`src/rtl/dat_copy_master_pkg.sv`:
```
// Shared definitions for Kestrel-2 data-bus initiators.
//   ADR_W   : number of word-address bits on the data bus (byte bit 0 is implied)
//   state_t : copy-engine FSM encoding (IDLE=0, RD=1, WR=2)
package dat_copy_master_pkg;

  localparam int ADR_W = 15;

  typedef enum logic [1:0] {
    IDLE = 2'd0,
    RD   = 2'd1,
    WR   = 2'd2
  } state_t;

endpackage

```
`src/rtl/dat_copy_master_bus_watchdog.sv`:
```
// bus_watchdog: transaction timeout counter shared by bus initiators.
//   clk, rst : clock and asynchronous active-high reset
//   clear    : restart the count (takes priority over enable)
//   enable   : count one more cycle spent waiting for an acknowledge
//   expire   : count has reached its last tick; an enabled cycle without an
//              acknowledge now is the TIMEOUT-th waiting cycle
module bus_watchdog #(
  parameter int TIMEOUT = 255
) (
  input  logic clk,
  input  logic rst,
  input  logic clear,
  input  logic enable,
  output logic expire
);

  localparam int CW = (TIMEOUT > 1) ? $clog2(TIMEOUT) : 1;

  logic [CW-1:0] count;

  // The count only ever runs 0..TIMEOUT-1; the owner times out on the last
  // tick, so no saturation logic is needed.
  always_ff @(posedge clk or posedge rst) begin
    if (rst) begin
      count <= '0;
    end else if (clear) begin
      count <= '0;
    end else if (enable) begin
      count <= count + 1'b1;
    end
  end

  assign expire = (count == CW'(TIMEOUT - 1));

endmodule

```
`src/rtl/dat_copy_master.sv`:
```
// dat_copy_master: copies len_i 16-bit words from src_i to dst_i on the
// Kestrel-2 data bus using the strobe/acknowledge handshake.
//   dat_clk_i, dat_rst_i          : clock, asynchronous active-high reset
//   src_i, dst_i, len_i, go_i     : copy request, sampled when go_i is accepted
//   busy_o, done_o, err_o         : status (done_o pulses on finish or abort,
//                                   err_o is a sticky timeout flag)
//   dat_adr_o, dat_dat_o, dat_we_o,
//   dat_stb_o                     : registered bus request
//   dat_dat_i, dat_ack_i          : responder read data and acknowledge
module dat_copy_master
  import dat_copy_master_pkg::*;
#(
  parameter int CNT_W   = 16,
  parameter int TIMEOUT = 255
) (
  input  logic             dat_clk_i,
  input  logic             dat_rst_i,
  input  logic [15:1]      src_i,
  input  logic [15:1]      dst_i,
  input  logic [CNT_W-1:0] len_i,
  input  logic             go_i,
  output logic             busy_o,
  output logic             done_o,
  output logic             err_o,
  output logic [15:1]      dat_adr_o,
  output logic [15:0]      dat_dat_o,
  input  logic [15:0]      dat_dat_i,
  output logic             dat_we_o,
  output logic             dat_stb_o,
  input  logic             dat_ack_i
);

  state_t           state, state_next;
  logic [ADR_W-1:0] src, src_next;
  logic [ADR_W-1:0] dst, dst_next;
  logic [CNT_W-1:0] remaining, remaining_next;
  logic [15:0]      hold, hold_next;
  logic             done_next, err_next;
  logic             wd_clear, wd_enable, wd_expire;

  bus_watchdog #(
    .TIMEOUT(TIMEOUT)
  ) u_watchdog (
    .clk    (dat_clk_i),
    .rst    (dat_rst_i),
    .clear  (wd_clear),
    .enable (wd_enable),
    .expire (wd_expire)
  );

  // Next-state logic. Every transition into RD or WR restarts the watchdog,
  // and an acknowledge always wins over a timeout on the same edge.
  always_comb begin
    state_next     = state;
    src_next       = src;
    dst_next       = dst;
    remaining_next = remaining;
    hold_next      = hold;
    done_next      = 1'b0;
    err_next       = err_o;
    wd_clear       = 1'b0;
    wd_enable      = 1'b0;

    case (state)
      IDLE: begin
        if (go_i) begin
          src_next       = src_i;
          dst_next       = dst_i;
          remaining_next = len_i;
          err_next       = 1'b0;
          wd_clear       = 1'b1;
          if (len_i == '0) begin
            done_next = 1'b1;
          end else begin
            state_next = RD;
          end
        end
      end

      RD: begin
        if (dat_ack_i) begin
          hold_next  = dat_dat_i;
          src_next   = src + 1'b1;
          state_next = WR;
          wd_clear   = 1'b1;
        end else if (wd_expire) begin
          state_next = IDLE;
          err_next   = 1'b1;
          done_next  = 1'b1;
          wd_clear   = 1'b1;
        end else begin
          wd_enable = 1'b1;
        end
      end

      WR: begin
        if (dat_ack_i) begin
          dst_next       = dst + 1'b1;
          remaining_next = remaining - 1'b1;
          wd_clear       = 1'b1;
          if (remaining == CNT_W'(1)) begin
            state_next = IDLE;
            done_next  = 1'b1;
          end else begin
            state_next = RD;
          end
        end else if (wd_expire) begin
          state_next = IDLE;
          err_next   = 1'b1;
          done_next  = 1'b1;
          wd_clear   = 1'b1;
        end else begin
          wd_enable = 1'b1;
        end
      end

      default: begin
        state_next = IDLE;
      end
    endcase
  end

  // Bus outputs are flops loaded from next-state values so that they change
  // together with the state and never follow an input combinationally.
  always_ff @(posedge dat_clk_i or posedge dat_rst_i) begin
    if (dat_rst_i) begin
      state     <= IDLE;
      src       <= '0;
      dst       <= '0;
      remaining <= '0;
      hold      <= '0;
      busy_o    <= 1'b0;
      done_o    <= 1'b0;
      err_o     <= 1'b0;
      dat_stb_o <= 1'b0;
      dat_we_o  <= 1'b0;
      dat_adr_o <= '0;
      dat_dat_o <= '0;
    end else begin
      state     <= state_next;
      src       <= src_next;
      dst       <= dst_next;
      remaining <= remaining_next;
      hold      <= hold_next;
      busy_o    <= (state_next != IDLE);
      done_o    <= done_next;
      err_o     <= err_next;
      dat_stb_o <= (state_next != IDLE);
      dat_we_o  <= (state_next == WR);
      dat_adr_o <= (state_next == WR) ? dst_next : src_next;
      dat_dat_o <= hold_next;
    end
  end

endmodule
```
`config.mk`:
```
export PLATFORM = sky130hd
export DESIGN_NAME = dat_copy_master
export DESIGN_NICKNAME = d
export VERILOG_FILES = /design/src/rtl/dat_copy_master_pkg.sv /design/src/rtl/dat_copy_master_bus_watchdog.sv /design/src/rtl/dat_copy_master.sv
export SDC_FILE = /design/constraint.sdc
export NUM_CORES = 1
export LEC_CHECK = 0
export CORE_MARGIN = 3
export CORE_UTILIZATION = 35
export CTS_CLUSTER_SIZE = 10
export DETAILED_ROUTE_END_ITERATION = 8
export DONT_BUFFER_PORTS = 1
export PLACE_DENSITY = 0.5
export SLEW_MARGIN = 10
export SYNTH_ARGS = -nofsm -noshare
export SYNTH_HDL_FRONTEND = slang
export SYNTH_SLANG_ARGS = --single-unit
```
`constraint.sdc`:
```
create_clock -name dat_clk_i -period 2.9 [get_ports dat_clk_i]
set_input_delay 0.58 -clock dat_clk_i [delete_from_list [all_inputs] [get_ports dat_clk_i]]
set_output_delay 0.58 -clock dat_clk_i [all_outputs]
set_load 0.02 [all_outputs]
```
==> impl_results.md <==
- Detailed Route WL: 13100 µm
- # Max-Cap Violations: 0
- Post-Synth Simple-Gate Area: 16.3%
- Layout Cells excl Fill: 668
- Period utilisation layout: 88.0%
- Post-synth EDFFs: 0
- Clock Path Buffers: 2
- I/O Buffers: 0
- # H-tree levels: 3
- Psw: 2.86 mW
- Layout area overhead: 9.73%
- Seq cells post-synth: 91
- Area of the core: 14000 µm²
- GRT Util Overall: 16.9%
- CP Max Fanout: 16
- DPL Wire Length: 9080 µm
- GPL Wtd Cong: 0.840
- DR iter-0 viols: 372
- Max incr delay on CP: 0.43 ns
- Post-Synth XOR/XNOR Area: 5.36%
- Hold Crit Class: in2async
- Crit path time final: 2.55 ns
- Ys async rst share: 100%
- CTS Root Cell: clkbuf_16
- Mux share of post-synthesis cell area: 12.7%
- Top FF cell, synth: dfrtp_1
- Slew @ Worst Pin: 0.821 ns
- Antenna-violating nets left: 0
- Final setup vio count: 0
- First-pass DRT Iterations: 4
- Hold Vio Cnt, Final: 0
- Max-slew headroom: 45.0%
- R2R setup slack: 0.35 ns
- Top Usage Layer GRT: met2
- Final nets: 559
- P_leak: 2.33 nW
- Post-CTS setup buffer count: 0
- Vias in the first global route: 3884
- Hold_buf cts: 0
- Vias per cell: 5.67
- Largest family of logic cells by synthesized area: simple AND/OR/NAND/NOR gates
- M2 GR Usage: 24.4%
- Initial Util: 36.1%
- Grt ovf: 0
- Clk pin slew, worst setup/hold paths: 0.07 ns
- Global-route wire length before repair: 21200 µm
- Critical path arrival: 2.79 ns
- DIE HEIGHT: 126 µm
- Setup TNS: 0 ns
- Compound-Gate Fraction of Synth Area: 14.1%
- CTS Sinks: 91
- CP required: 3.13 ns
- Critical Path Slowest Stage Cell: dfrtp_1
- M1 GR Usage: 22.8%
- P_int: 3.78 mW
- Cell area after synthesis: 5060 µm²
- Die Area: 16000 µm²
- ANT cells: 0
- Element type at the critical path end: register
- Syn Nets: 565
- Largest net degree at the start of global routing: 60
- Num ports: 102
- Die W: 126 µm
- Worst setup path class: reg2reg
- Adder-cell share of the synthesized area: 2.47%
- Sequential share of the synthesized area: 45.0%
- Total vias in the final route: 3790
- Max Slew Vio Count: 0
- Worst-path cell chain: inv_1 > ha_1 > nor2b_1 > o221ai_1 > o32ai_2 > o211ai_4 > mux2_4
- Startpoint Class: register
- TritonCTS clock tree: yes
- Routing usage on met3: 6.06%
- Initial antenna violation count: 0
- FMAX: 0.392 GHz
- Synth unique cells: 52
- Post-synthesis cell count: 489
- Skew-Pair Late Insertion Delay: 0.35 ns
- Rows: 43
- WL per Instance: 19.7 µm
- Seq pwr share: 42.0%
- Syn avg cell area: 10.4 µm²
- Synth warn: 0
- DRC Markers: 0
- Share of layout cells above drive strength 1: 16.6%
- Clock power frac: 18.4%
- Worst vdd ir: 0.000494 V
- CTS buffer count: 9
- Status: finished clean
- Comb pwr share: 39.6%
- # resized after CTS: 0
- Clock Skews: 0.00970 ns
- Cells after DPL: 652
- RSZ-0062 raised after global routing: false
- Switching portion of total power: 43.1%
- Pwr Density: 1200 nW/µm²
==> sequential cells by signal, summed over array words and instances, names as in the netlist <==
name	flops
dst	15
dat_stb_o	1
err_o	1
done_o	1
u_watchdog.count	8
dat_adr_o	15
hold	16
state	2
dat_we_o	1
remaining	16
src	15
==> worst max-delay path: cells and delay by family, from the launching register on <==
| family | cells | cell delay, ns |
|---|---|---|
| and+or+nand+nor | 1 | 0.31 |
| muxes | 1 | 0.40 |
| adders and majority gates | 1 | 0.41 |
| buffers and inverters | 1 | 0.11 |
| AOI/OAI and AO/OA | 3 | 0.77 |
| DFF | 1 | 0.43 |
==> final cells by class <==
cell class              instances  area [µm²]
clock buffers                   9         225
clock inverters                 7        76.3
fillers                      1372        8480
inverters                      15        60.1
multi-input cells             353        2580
flip-flops and latches         91        2280
well taps                     180         225
repair buffers                 13         110
==> worst paths after layout <==
| path | from | endpoint | cells after the start |
|---|---|---|---|
| max | state[0] | dat_adr_o[10] | 7 |
| min | dat_rst_i | dat_we_o | 1 |
| max reg2reg | state[0] | dat_adr_o[10] | 7 |
| min reg2reg | u_watchdog.count[7] | u_watchdog.count[7] | 2 |
| max in group asynchronous | dat_rst_i | dst[3] | 2 |
| min in group dat_clk_i | src_i[3] | src[2] | 2 |
==> cell usage after synthesis, types with 2 or more instances <==
master     number  share of area, %
a221o_1         7               1.4
o21bai_1        2              0.30
nor2_1         36               2.7
mux2i_1        24               4.7
or4_4           3              0.67
a31o_2          3              0.52
nor4_1          8              0.99
buf_2           3              0.30
dfrtp_1        91                45
mux2_2         24               5.3
xnor2_1        10               1.7
o221a_2         4              0.89
inv_1          14               1.0
nand3_1        11               1.1
or3_1           2              0.25
clkbuf_8        2              0.54
o22ai_1         6              0.74
and4_1          5              0.86
o211ai_1        2              0.30
o21ai_0        22               2.2
nand4_1        17               2.1
clkbuf_1       20               1.5
or4_1           2              0.30
nand2_1        42               3.1
a2bb2oi_1       2              0.35
a22oi_1        13               1.9
mux2_4          9               2.7
and2_1          4              0.49
ha_1           10               2.5
nor2b_1         3              0.37
o221ai_1       12               2.1
nor3_1         11               1.1
and3_1          7              0.86
xor2_1         21               3.6
a21oi_1        19               1.9
buf_1           2              0.15
==> power by group through the flow <==
stage	combinational, mW	sequential (mW)	clock [mW]
floorplan	2.14	2.61	0
global placement	2.58	2.80	0
detailed placement	2.63	2.81	0
CTS	2.65	2.80	1.26
global route	2.95	2.89	1.31
finish	2.63	2.79	1.22
==> cells by family after synthesis <==
family	after synthesis
simple gates	156
compound gates	99
flops	91
mux	57
buf+inv	45
xor+xnor	31
fa+ha+maj	10
==> layer usage <==
metal / vias to the layer above / wire [µm] / share of wire, %
li1: 1787 / - / -
met1: 1852 / 5910 / 45
met2: 133 / 5850 / 45
met3: 18 / 1110 / 8.5
met4: 0 / 260 / 2.0
met5: - / 0 / 0
==> cell usage in the layout (no fill, tap or decap), types with 2 or more instances in the layout <==
cell        instances
a2bb2oi_1           2
or4_4               3
a21oi_1            19
a221o_1             7
or4_1               2
a31o_2              3
o221a_2             4
nor2b_1             3
and4_1              5
dfrtp_1            91
nand2_1            42
buf_4              12
xnor2_1            10
a22oi_1            13
nand4_1            17
clkinvlp_4          2
nor4_1              8
o22ai_1             6
nor3_1             10
nand3_1            11
xor2_1             21
clkinv_2            2
mux2_2             24
or3_1               2
ha_1               10
nor2_1             36
and2_1              4
inv_1              13
nor3_2              2
o21ai_0            22
and3_1              7
clkbuf_16           9
mux2_4              9
o21bai_1            2
o211ai_1            2
o221ai_1           12
mux2i_1            24
==> stage by stage <==
stage	worst slack, ns	hold slack (ns)	utilization (%)	power, mW	cell area (µm²)
3_5_place_dp	0.286	0.538	37.4	5.44	5260
6_report	0.348	0.212	39.6	6.64	5560
2_1_floorplan	0.706	0.504	-	4.75	5070
5_1_grt	0.210	0.250	39.6	7.15	5560
4_1_cts	0.375	0.224	39.6	6.70	5560
3_3_place_gp	0.313	0.520	37.4	5.38	5260
(Power assumes the default switching activity.)
